**config.mk**
```make
export PLATFORM = sky130hd
export DESIGN_NAME = quadra_coef_loader_flat
export DESIGN_NICKNAME = d
export VERILOG_FILES = /design/src/rtl/quadra_coef_loader_pkg.sv /design/src/rtl/quadra_coef_loader_if.sv /design/src/rtl/quadra_coef_loader.sv /design/src/flat_wrapper.sv
export SDC_FILE = /design/constraint.sdc
export NUM_CORES = 1
export LEC_CHECK = 0
export ABC_AREA = 0
export CAP_MARGIN = 40
export CORE_UTILIZATION = 40
export CTS_CLUSTER_DIAMETER = 40
export DETAILED_ROUTE_END_ITERATION = 10
export GPL_TIMING_DRIVEN = 0
export HOLD_SLACK_MARGIN = 0.03
export PLACE_DENSITY = 0.63
export SYNTH_ARGS = -nofsm -noshare
export SYNTH_HDL_FRONTEND = slang
export SYNTH_SLANG_ARGS = --single-unit
```
**constraint.sdc**
```tcl
create_clock -name clk -period 6.7 [get_ports clk]
set_input_delay 0.67 -clock clk [delete_from_list [all_inputs] [get_ports clk]]
set_output_delay 0.67 -clock clk [all_outputs]
set_load 0.05 [all_outputs]
```
**src/rtl/quadra_coef_loader_pkg.sv**
```systemverilog
// Shared types for the coefficient loader and the table it writes.
package quadra_coef_loader_pkg;
  localparam int A_W  = 24;
  localparam int B_W  = 20;
  localparam int C_W  = 16;
  localparam int X1_W = 7;

  typedef logic [A_W-1:0]  a_t;
  typedef logic [B_W-1:0]  b_t;
  typedef logic [C_W-1:0]  c_t;
  typedef logic [X1_W-1:0] x1_t;

  localparam logic [7:0] QCL_HDR       = 8'hA5;
  localparam int         QCL_FRAME_LEN = 11;

  typedef enum logic [2:0] {
    ST_HUNT,
    ST_INDEX,
    ST_COEF,
    ST_CHECK,
    ST_WRITE
  } qcl_state_t;
endpackage

```
**src/rtl/quadra_coef_loader_if.sv**
```systemverilog
// Byte stream in, table write bus and status out.
interface quadra_coef_loader_if;
  import quadra_coef_loader_pkg::*;

  logic [7:0] in_data;
  logic       in_valid;
  logic       in_ready;
  logic       wr_en;
  x1_t        wr_addr;
  a_t         wr_a;
  b_t         wr_b;
  c_t         wr_c;
  logic       frame_ok;
  logic       frame_err;
  logic [7:0] err_cnt;

  modport master (
    output in_data, in_valid,
    input  in_ready, wr_en, wr_addr, wr_a, wr_b, wr_c, frame_ok, frame_err, err_cnt
  );

  modport slave (
    input  in_data, in_valid,
    output in_ready, wr_en, wr_addr, wr_a, wr_b, wr_c, frame_ok, frame_err, err_cnt
  );
endinterface

```
**src/rtl/quadra_coef_loader.sv**
```systemverilog
// Byte-serial loader: parses 11-byte coefficient frames, validates index,
// XOR checksum and inter-byte timeout, and writes (a, b, c) to entry x1.
// Note: rst_b is active-high despite its name.
module quadra_coef_loader
  import quadra_coef_loader_pkg::*;
#(
  parameter int TIMEOUT = 1023
) (
  input  logic clk,
  input  logic rst_b,
  quadra_coef_loader_if.slave bus
);
  localparam int         TW        = $clog2(TIMEOUT + 1);
  localparam logic [2:0] COEF_LAST = 3'(QCL_FRAME_LEN - 4);

  qcl_state_t    state, state_nxt;
  logic [2:0]    byte_cnt;
  logic [TW-1:0] idle_cnt;
  logic [7:0]    csum;
  logic [63:0]   asm_q;
  x1_t           idx_q;
  logic          acc, timed_state, timed_out, good, bad;
  logic          unused_nib;

  assign acc         = bus.in_valid && bus.in_ready;
  assign timed_state = (state == ST_INDEX) || (state == ST_COEF) || (state == ST_CHECK);
  assign timed_out   = timed_state && (idle_cnt == TW'(TIMEOUT));
  assign bus.in_ready = (state != ST_WRITE);
  // upper nibble of byte 5 is carried in the shift register but never used
  assign unused_nib  = ^asm_q[39:36];

  // state register
  always_ff @(posedge clk or posedge rst_b) begin
    if (rst_b) state <= ST_HUNT;
    else       state <= state_nxt;
  end

  // next state plus accept/reject decisions; timeout overrides any byte
  always_comb begin
    state_nxt = state;
    good      = 1'b0;
    bad       = 1'b0;
    if (timed_out) begin
      state_nxt = ST_HUNT;
      bad       = 1'b1;
    end else begin
      case (state)
        ST_HUNT:  if (acc && bus.in_data == QCL_HDR) state_nxt = ST_INDEX;
        ST_INDEX: if (acc) begin
          if (bus.in_data[7]) begin
            bad       = 1'b1;
            state_nxt = ST_HUNT;
          end else begin
            state_nxt = ST_COEF;
          end
        end
        ST_COEF:  if (acc && byte_cnt == COEF_LAST) state_nxt = ST_CHECK;
        ST_CHECK: if (acc) begin
          if (bus.in_data == csum) begin
            good      = 1'b1;
            state_nxt = ST_WRITE;
          end else begin
            bad       = 1'b1;
            state_nxt = ST_HUNT;
          end
        end
        ST_WRITE: state_nxt = ST_HUNT;
        default:  state_nxt = ST_HUNT;
      endcase
    end
  end

  // idle counter: cleared by any accepted byte, any state change, and outside timed states
  always_ff @(posedge clk or posedge rst_b) begin
    if (rst_b)                                     idle_cnt <= '0;
    else if (acc || state_nxt != state || !timed_state) idle_cnt <= '0;
    else                                           idle_cnt <= idle_cnt + TW'(1);
  end

  // frame assembly: running checksum, index latch, coefficient shift register
  always_ff @(posedge clk or posedge rst_b) begin
    if (rst_b) begin
      csum     <= '0;
      idx_q    <= '0;
      byte_cnt <= '0;
      asm_q    <= '0;
    end else if (acc && !timed_out) begin
      case (state)
        ST_HUNT:  if (bus.in_data == QCL_HDR) csum <= '0;
        ST_INDEX: begin
          csum     <= csum ^ bus.in_data;
          idx_q    <= bus.in_data[6:0];
          byte_cnt <= '0;
        end
        ST_COEF: begin
          csum     <= csum ^ bus.in_data;
          asm_q    <= {asm_q[55:0], bus.in_data};
          byte_cnt <= byte_cnt + 3'd1;
        end
        default: ;
      endcase
    end
  end

  // registered outputs: write strobe/data, status pulses, saturating error count
  always_ff @(posedge clk or posedge rst_b) begin
    if (rst_b) begin
      bus.wr_en     <= 1'b0;
      bus.frame_ok  <= 1'b0;
      bus.frame_err <= 1'b0;
      bus.wr_addr   <= '0;
      bus.wr_a      <= '0;
      bus.wr_b      <= '0;
      bus.wr_c      <= '0;
      bus.err_cnt   <= '0;
    end else begin
      bus.wr_en     <= good;
      bus.frame_ok  <= good;
      bus.frame_err <= bad;
      if (good) begin
        bus.wr_addr <= idx_q;
        bus.wr_a    <= asm_q[63:40];
        bus.wr_b    <= asm_q[35:16];
        bus.wr_c    <= asm_q[15:0];
      end
      if (bad && bus.err_cnt != 8'hFF) bus.err_cnt <= bus.err_cnt + 8'd1;
    end
  end
endmodule

```
**src/flat_wrapper.sv**
```systemverilog
// flat-port wrapper written by rule: the top's interface ports become plain ports
module quadra_coef_loader_flat import quadra_coef_loader_pkg::*;
#(
  parameter int TIMEOUT = 1023
)
  (clk, rst_b, bus_in_data, bus_in_valid, bus_in_ready, bus_wr_en, bus_wr_addr, bus_wr_a, bus_wr_b, bus_wr_c, bus_frame_ok, bus_frame_err, bus_err_cnt);
  quadra_coef_loader_if bus_i ();
  input  logic clk;
  input  logic rst_b;
  input wire logic [$bits(bus_i.in_data)-1:0] bus_in_data;
  input wire logic [$bits(bus_i.in_valid)-1:0] bus_in_valid;
  output wire logic [$bits(bus_i.in_ready)-1:0] bus_in_ready;
  output wire logic [$bits(bus_i.wr_en)-1:0] bus_wr_en;
  output wire logic [$bits(bus_i.wr_addr)-1:0] bus_wr_addr;
  output wire logic [$bits(bus_i.wr_a)-1:0] bus_wr_a;
  output wire logic [$bits(bus_i.wr_b)-1:0] bus_wr_b;
  output wire logic [$bits(bus_i.wr_c)-1:0] bus_wr_c;
  output wire logic [$bits(bus_i.frame_ok)-1:0] bus_frame_ok;
  output wire logic [$bits(bus_i.frame_err)-1:0] bus_frame_err;
  output wire logic [$bits(bus_i.err_cnt)-1:0] bus_err_cnt;
  assign bus_i.in_data = bus_in_data;
  assign bus_i.in_valid = bus_in_valid;
  assign bus_in_ready = bus_i.in_ready;
  assign bus_wr_en = bus_i.wr_en;
  assign bus_wr_addr = bus_i.wr_addr;
  assign bus_wr_a = bus_i.wr_a;
  assign bus_wr_b = bus_i.wr_b;
  assign bus_wr_c = bus_i.wr_c;
  assign bus_frame_ok = bus_i.frame_ok;
  assign bus_frame_err = bus_i.frame_err;
  assign bus_err_cnt = bus_i.err_cnt;
  quadra_coef_loader #(.TIMEOUT(TIMEOUT)) u_core (.clk(clk), .rst_b(rst_b), .bus(bus_i));
endmodule
```
Word level (Yosys, flattened, before mapping)
Cells that the tools add are included.
Operators by class
  eq/ne operators: 11
  $lt $le $gt $ge: 0
  add/sub/neg operators: 3
  multiply operators: 0
  divide/modulo/power cells: 0
  bitwise logic cells: 1
  multiplexer cells: 22
  shifts and indexed selects: 0
  reduce and logical (&&, ||, !) cells: 20
Operators by type and width (number)
  3-bit 2-to-1 mux: 6
  8-bit one-hot mux with 2 select lines: 1
  3-bit one-hot mux with 4 select lines: 1
  10-bit by 1-bit adder with 10-bit output, second input constant: 1
  10-bit == test, second input constant: 1
  10-bit 2-to-1 mux: 1
  1-bit 2-to-1 mux: 9
  8-bit by 1-bit adder with 8-bit output, second input constant: 1
  8-bit == test: 1
  8-bit == test, second input constant: 1
  8-bit 2-to-1 mux: 1
  8-bit inequality test, second input constant: 1
  8-bit XOR: 1
  3-bit by 2-bit == test with 1-bit output, second input constant: 2
  1-bit logical AND: 6
  3-bit one-hot mux with 2 select lines: 1
  2-bit AND reduction: 3
  1-bit logical OR: 4
  2-bit nonzero test: 2
  3-bit by 1-bit adder with 3-bit output, second input constant: 1
  3-bit by 1-bit == test with 1-bit output, second input constant: 1
  3-bit == test, second input constant: 1
  3-bit logical NOT: 1
  3-bit inequality test: 1
  7 further kinds: 8
Word-level totals
  output and inout bits: 79
  input port bits: 11
  memory bits (writable): 0
  flip-flop bits (word level): 172
  bits in latches: 0
  bits in read-only memories: 0
  memories: 0

Longest topological paths before layout
Gate-level depths: netlist of the first run.
  word-level depth: 10
  mapped depth: 9
  gate-level depth less buffers: 7

Worst setup path before layout of the first run
OpenSTA, ideal clock, no wires.
  kind: register -> register
  start: register u_core.state[0]
  end: register u_core.asm_q[10]
  required time: 6.575 ns
  path slack: 4.387 ns
  arrival time: 2.188 ns
  setup time: 0.125 ns
  path buffers: 3
  clock period less this slack: 2.313 ns
  stages on the path, launching flop included: 9
  cells stage by stage: dfrtp_1 buf_2 nor2_2 nand2_1 nand3_4 or4b_4 buf_6 buf_12 mux2_4
On the way
  elaborated cells between the ends (all ways): 11
RTL lines
  start: declaration: line quadra_coef_loader.sv:16  | qcl_state_t state, state_nxt;
  start signal: assignment: line quadra_coef_loader.sv:35  | else state <= state_nxt;
  3-bit inequality test: line quadra_coef_loader.sv:28  | assign bus.in_ready = (state != ST_WRITE);
  net bus_in_ready: line flat_wrapper.sv:12  | output wire logic [$bits(bus_i.in_ready)-1:0] bus_in_ready;
  1-bit logical AND: line quadra_coef_loader.sv:25  | assign acc = bus.in_valid && bus.in_ready;
  1-bit logical AND: line quadra_coef_loader.sv:87  | end else if (acc && !timed_out) begin
  2-bit AND reduction (no source line)
  end signal: assignment: line quadra_coef_loader.sv:97  | asm_q <= {asm_q[55:0], bus.in_data};
  end: declaration: line quadra_coef_loader.sv:20  | logic [63:0] asm_q;
The timed path passes the listed nets, and every way through them passes these cells.
A chain may end at the register's enable or synchronous reset.

Worst setup path after layout of the first run
  start: input bus_in_data[2]
  end: register u_core.bus.wr_a[2]
On the way
  word-level cells in the longest chain between the ends: 5
Ends and longest elaborated chain
  start: declaration: line flat_wrapper.sv:10  | input wire logic [$bits(bus_i.in_data)-1:0] bus_in_data;
  8-bit == test: line quadra_coef_loader.sv:59  | if (bus.in_data == csum) begin
  1-bit 2-to-1 mux: line quadra_coef_loader.sv:59
  1-bit 2-to-1 mux: line quadra_coef_loader.sv:58  | ST_CHECK: if (acc) begin
  1-bit 2-to-1 mux: line quadra_coef_loader.sv:47  | case (state)
  1-bit 2-to-1 mux: line quadra_coef_loader.sv:43  | if (timed_out) begin
  end signal: assignment: line quadra_coef_loader.sv:122  | bus.wr_a <= asm_q[63:40];
  end: declaration: line quadra_coef_loader_if.sv:24  | output in_ready, wr_en, wr_addr, wr_a, wr_b, wr_c, frame_ok, frame_err, err_cnt
No other way between the ends.

==> impl_metrics.py, run 1 <==
metrics = {
    "clocking": {
        "cts_made_buffers": 17,
        "root_buffer": "clkbuf_16",
        "clock-sinks": 172,
        "cts.hold.buffers_added": 0,
        "cts_tree": "yes",
        "insertion_delay_ns": 0.43,
        "cts.repair.resized": 0,
        "htreeDepth": 4,
        "clock_path_buffers": 2,
        "post-cts-setup-buffers": 0,
        "path_clk_slew_ns": 0.07,
    },
    "sta": {
        "tightest_slew_ns": 0.747,
        "maxSlewViolCount": 0,
        "fmax_mhz": 355,
        "rsz0062_at_grt": "false",
        "fin_crit_ns": 2.82,
        "setup_viol": 0,
        "finalHoldViolCount": 0,
        "finalCritPeriodShare": 0.420,
        "relSlewSlack": 0.500,
        "fin_skew_ns": 0.0129,
    },
    "route": {
        "vias": 4040,
        "drc_errors": 0,
        "drtAntennaViolNets": 0,
        "first_iter_violations": 152,
        "wl_per_cell_um": 16.9,
        "drt_wl_total_um": 13700,
        "first_pass_iters": 4,
        "vias_per_cell": 4.98,
    },
    "floorplanning": {
        "core_um2": 17400,
        "dieArea_um2": 18400,
        "placementRows": 48,
        "io_pins": 90,
        "start_util": 0.411,
        "die_x_um": 136,
        "die_h_um": 136,
    },
    "job": {
        "cap_violations": 0,
    },
    "logic_synthesis": {
        "synth.distinct_cells": 41,
        "yosysSeqAreaShare": 0.604,
        "ys_seq_elements": 172,
        "synth_top_area_share": 0.604,
        "syn_inst": 464,
        "yosysTopAreaCell": "dfrtp_1",
        "synth_area_um2": 7130,
        "yosysWarnings": 0,
        "synth_area_leaders": "dfrtp_1 (60%), mux2_2 (16%), mux2_4 (8.4%)",
        "async_reset_ff_frac": 1.00,
        "synth.net_count": 479,
        "synth_enable_flop_cells": 0,
        "synth-main-ff-cell": "dfrtp_1",
        "syn_area_per_cell_um2": 15.4,
    },
    "setup_path": {
        "crit_type": "input pin to flop",
        "crit_path_end_kind": "flop",
        "crit_path_start_kind": "input pin",
        "worstPathArrival_ns": 3.12,
        "crit_path_start": "bus_in_data[2]",
        "r2r_start": "u_core.idle_cnt[0]$_DFF_PP0_",
        "r2r_setup_slack_ns": 4.07,
        "critPathRequiredTime_ns": 7.00,
        "crit_fanout": 10,
    },
    "grt": {
        "grt_usage": 0.165,
        "grt-ovfl-total": 0,
        "antenna_found_initial": 0,
        "grt_pass1_wl_um": 22600,
        "grt_max_degree": 124,
        "grt_pass1_vias": 4218,
    },
    "place": {
        "place.gp.congestion": 0.742,
        "placed_area_um2": 8340,
        "dpl.hpwl_um": 9400,
        "placed_cells": 779,
        "portBuffers": 89,
    },
    "layout": {
        "area_delta_synth_final_pct": 25.5,
        "fin_cells": 811,
        "fin_area_um2": 8950,
        "fill_cells": 1457,
        "nets": 588,
        "multiInputGateArea_um2": 2640,
        "ff_latch_area_um2": 4300,
        "antenna_cells": 0,
        "final_layout_size_suffix_gt1_frac": 0.341,
    },
    "pwr": {
        "irDropWorstVdd_mv": 0.216,
        "powerDensity_nw_per_um2": 348,
        "p_total_w": 0.00311,
        "power.leakage_nw": 4.27,
    },
    "min_path": {
        "worstHoldPathType": "flop to flop",
        "worstHoldStart": "u_core.bus.err_cnt[5]$_DFFE_PP0P_",
    },
    "outcome": {
        "outcome": "completed",
    },
}
[area by class of cell]
class                      count  area share
sequential                   172       0.481
multi-input combinational    268       0.295
timing repair buffer          90       0.103
clock buffer                  19      0.0484
tap                          225      0.0315
clock inverter                13      0.0200
buffer                        20      0.0196
inverter                       4     0.00252
[cells in the mapped netlist, types with 2 or more instances]
cell type / count
buf_2: 10
nand2b_1: 17
buf_12: 4
nor3_1: 3
mux2_2: 100
dfrtp_1: 172
xnor2_1: 16
nand4_1: 9
o21ai_0: 8
mux2_4: 40
nor2_1: 17
a22o_1: 10
buf_6: 2
ha_1: 4
inv_1: 4
and3_1: 4
nand3_1: 4
xor2_1: 6
buf_4: 2
and4_4: 2
clkbuf_1: 2
nand2_1: 9
[worst max-delay path: stages]
cell and delay, ns:
clkdlybuf4s50_1 0.65, xnor2_1 0.17, nand4_1 0.13, nor3_2 0.31
nand4_1 0.34, buf_2 0.34, buf_4 0.22, mux2_2 0.28
[kinds of logic after synthesis]
kind of cell,share of synthesized area
mux,0.245
simple gates,0.0665
compound gates,0.0240
buf+inv,0.0267
fa+ha+maj,0.00702
xor+xnor,0.0270
flops,0.604
[per-layer routing]
metal,vias to the layer above,track usage,part of all wire,wire (um)
li1,1864,-,-,-
met1,2074,0.214,0.45,6210
met2,84,0.255,0.48,6560
met3,18,0.0483,0.046,634
met4,0,0.0787,0.021,290
met5,-,0,0,0
[worst paths after layout]
| check | end | cells after the start |
|---|---|---|
| worst max-delay path | u_core.bus.wr_a[2]$_DFFE_PP0P_ | 8 |
| worst max register to register | u_core.asm_q[18]$_DFFE_PP0P_ | 7 |
| max in group asynchronous | u_core.csum[5]$_DFFE_PP0P_ | 3 |
| min in group asynchronous | u_core.bus.wr_en$_DFF_PP0_ | 2 |
| worst min-delay path | u_core.bus.err_cnt[5]$_DFFE_PP0P_ | 1 |
| worst min register to register | u_core.bus.err_cnt[5]$_DFFE_PP0P_ | 1 |
[power by group]
group          internal [W]  leakage [nW]  switching [W]  total (W)
Combinational      0.000369          1.70       0.000263   0.000632
Sequential          0.00128          2.28       0.000188    0.00146
Clock              0.000598         0.296       0.000421    0.00102
[sequential cells by signal (all words and copies together) (netlist names), 7 cells and up]
name,cells
u_core.asm_q,64
u_core.bus.err_cnt,8
u_core.bus.wr_a,24
u_core.bus.wr_addr,7
u_core.bus.wr_b,20
u_core.bus.wr_c,16
u_core.csum,8
u_core.idle_cnt,10
u_core.idx_q,7
[layout by cell type (no fill, tap or decap), types with 2 or more instances in the layout]
cell type          n
xnor2_1           16
buf_12             4
dfrtp_1          172
inv_6              6
nand3_1            4
nand4_1            9
nand2_1            9
clkinv_4           2
buf_2             10
mux2_4            40
clkbuf_1           4
inv_8              2
clkbuf_16         17
mux2_2           100
o21ai_0            8
nor2_1            17
a22o_1            10
and3_1             4
nor3_1             3
bufinv_16          3
clkdlybuf4s50_1   89
ha_1               4
xor2_1             6
and4_4             2
nand2b_1          17
buf_6              2
buf_4              2
inv_1              3
[metrics by stage]
step | util | worst slack (ns) | setup TNS, ns | hold slack [ns]
after global routing | 0.516 | 3.76 | 0 | 0.521
after floorplan | - | 1.37 | 0 | 0.476
after global placement | 0.478 | -0.729 | -123.04 | 0.477
after detailed placement | 0.480 | 3.42 | 0 | 0.491
after CTS | 0.516 | 3.87 | 0 | 0.503
final | 0.516 | 3.88 | 0 | 0.498
Note: power is estimated with default switching activity, not from simulation.
==> run 2, diff against run 1 <==
--- a/config.mk
+++ b/config.mk
@@ -12,7 +12,7 @@
 export DETAILED_ROUTE_END_ITERATION = 10
 export GPL_TIMING_DRIVEN = 0
 export HOLD_SLACK_MARGIN = 0.03
-export PLACE_DENSITY = 0.63
+export PLACE_DENSITY = 0.65
 export SYNTH_ARGS = -nofsm -noshare
 export SYNTH_HDL_FRONTEND = slang
 export SYNTH_SLANG_ARGS = --single-unit
==> constraint.sdc (replaced) <==
create_clock -name clk -period 2.5 [get_ports clk]
set_input_delay 0.25 -clock clk [delete_from_list [all_inputs] [get_ports clk]]
set_output_delay 0.25 -clock clk [all_outputs]
set_load 0.05 [all_outputs]
==> impl_metrics.py, run 2 (synthesized netlist as in run 1, its figures left out) <==
metrics = {
    "grt": {
        "grt_max_degree": 42,
        "grt_pass1_wl_um": 22400,
        "antenna_found_initial": 0,
        "grt_pass1_vias": 4178,
        "grt_usage": 0.163,
        "grt-ovfl-total": 0,
    },
    "sta": {
        "fmax_mhz": 425,
        "tightest_slew_ns": 0.680,
        "rsz0062_at_grt": "false",
        "finalCritPeriodShare": 0.942,
        "relSlewSlack": 0.545,
        "finalHoldViolCount": 0,
        "fin_crit_ns": 2.35,
        "fin_skew_ns": 0.00789,
        "maxSlewViolCount": 0,
        "setup_viol": 0,
    },
    "clocking": {
        "insertion_delay_ns": 0.42,
        "cts_made_buffers": 17,
        "clock-sinks": 172,
        "htreeDepth": 4,
        "path_clk_slew_ns": 0.06,
        "clock_path_buffers": 2,
        "cts_tree": "yes",
        "root_buffer": "clkbuf_16",
    },
    "floorplanning": {
        "die_h_um": 136,
        "die_x_um": 136,
        "core_um2": 17400,
        "start_util": 0.411,
        "dieArea_um2": 18400,
        "io_pins": 90,
        "placementRows": 48,
    },
    "setup_path": {
        "cp_cell_sequence": "ha_1 -> and4_4 -> nand2_4 -> nand3_4 -> clkbuf_1 -> nor3b_4 -> mux2_2",
        "crit_path_start": "u_core.idle_cnt[0]$_DFF_PP0_",
        "crit_slowest_cell": "nor3b_4",
        "crit_fanout": 10,
        "critPathTopFamily": "simple AND/OR/NAND/NOR gates",
        "crit_type": "flop to flop",
        "critPathMaxStageDelay_ns": 0.49,
        "crit_path_end_kind": "flop",
        "critPathRequiredTime_ns": 2.80,
        "r2r_start": "u_core.idle_cnt[0]$_DFF_PP0_",
        "worstPathArrival_ns": 2.66,
        "crit_buf_inv": 1,
        "crit_path_start_kind": "flop",
    },
    "layout": {
        "antenna_cells": 0,
        "top_register": "u_core.asm_q",
        "fill_cells": 1453,
        "area_delta_synth_final_pct": 26.7,
        "reg_top3": "u_core.asm_q x64, u_core.bus.wr_a x24, u_core.bus.wr_b x20",
        "layout_common_cells": "dfrtp_1 (172), mux2_2 (100), clkdlybuf4s50_1 (89), mux2_4 (40)",
        "largest_reg_flops": 64,
        "nets": 593,
        "multiInputGateArea_um2": 2650,
        "fin_area_um2": 9040,
        "fin_cells": 815,
        "ff_latch_area_um2": 4300,
        "final_layout_size_suffix_gt1_frac": 0.346,
        "final_common_cell": "dfrtp_1",
    },
    "route": {
        "vias_per_cell": 4.93,
        "drc_errors": 0,
        "drt_wl_total_um": 13500,
        "wl_per_cell_um": 16.6,
        "drtAntennaViolNets": 0,
        "first_iter_violations": 130,
        "first_pass_iters": 4,
        "vias": 4020,
    },
    "pwr": {
        "clkPwrFrac": 0.327,
        "irDropWorstVdd_mv": 0.605,
        "powerDensity_nw_per_um2": 926,
        "switching_share": 0.269,
        "intPower_w": 0.00612,
        "power_frac_seq": 0.469,
        "p_switching_w": 0.00225,
        "power.leakage_nw": 4.32,
        "combPwrFrac": 0.205,
    },
    "min_path": {
        "worstHoldPathType": "input pin to async pin",
    },
    "place": {
        "placed_area_um2": 8390,
        "dpl.hpwl_um": 9660,
        "placed_cells": 782,
        "place.gp.congestion": 0.754,
        "portBuffers": 89,
    },
    "outcome": {
        "outcome": "completed",
    },
    "job": {
        "cap_violations": 0,
    },
}
==> run 2: power groups by stage <==
stage / Sequential [W] / Clock (W) / Combinational, W
floorplan: 0.00401 / 0 / 0.00119
detailed placement: 0.00398 / 0 / 0.00172
global placement: 0.00393 / 0 / 0.00165
CTS: 0.00393 / 0.00280 / 0.00174
global route: 0.00402 / 0.00291 / 0.00186
finish: 0.00392 / 0.00273 / 0.00171
==> run 2: path summary, 6_finish.rpt <==
| path | endpoint | slack, ns | depth (start not counted) |
|---|---|---|---|
| setup / recovery | u_core.idx_q[2]$_DFFE_PP0P_ | 0.15 | 7 |
| hold / removal | u_core.bus.wr_en$_DFF_PP0_ | 0.23 | 2 |
| setup reg to reg | u_core.idx_q[2]$_DFFE_PP0P_ | 0.15 | 7 |
| hold reg to reg | u_core.bus.err_cnt[5]$_DFFE_PP0P_ | 0.49 | 1 |
| max in group asynchronous | u_core.bus.wr_c[4]$_DFFE_PP0P_ | 1.44 | 4 |
| min in group clk | u_core.bus.err_cnt[5]$_DFFE_PP0P_ | 0.49 | 1 |
==> run 2: final cells by class <==
type	instances	share of cell area
well taps	225	0.0312
repair buffers	95	0.109
flip-flops and latches	172	0.476
inverters	4	0.00208
clock buffers	21	0.0498
plain buffers	20	0.0194
clock inverters	10	0.0184
multi-input cells	268	0.294
==> run 2: per-layer routing <==
metal	routed length, um	global-route usage	part of all wire
met5	0	0	0
met4	179	0.0637	0.013
met3	692	0.0520	0.051
met2	6680	0.258	0.49
met1	5960	0.207	0.44
==> run 2: timing repair <==
action                                  4_1_cts  5_1_grt
hold buffers                                  0        0
resized for setup                             1        2
buffers inserted                              2        0
pin swaps                                     2        1
endpoints found under the setup margin       25       11
gates cloned                                  0        0
==> run 2: stage by stage <==
stage               setup WS, ns  hold WS (ns)  power [W]  utilization  TNS (ns)
global placement           -1.26         0.476    0.00558        0.479   -224.22
global route              0.0325         0.250    0.00879        0.521         0
detailed placement        -0.277         0.490    0.00570        0.483     -8.37
floorplan                 0.0533         0.340    0.00519            -         0
finish                     0.146         0.227    0.00837        0.521         0
CTS                       0.0625         0.217    0.00847        0.520         0
==> run 3, diff against run 2 <==
--- a/config.mk
+++ b/config.mk
@@ -13,6 +13,7 @@
 export GPL_TIMING_DRIVEN = 0
 export HOLD_SLACK_MARGIN = 0.03
 export PLACE_DENSITY = 0.65
+export SKIP_LAST_GASP = 1
 export SYNTH_ARGS = -nofsm -noshare
 export SYNTH_HDL_FRONTEND = slang
 export SYNTH_SLANG_ARGS = --single-unit
==> results of run 3 <==
Same layout as run 2: the final DEF is identical, and so are final timing and power.
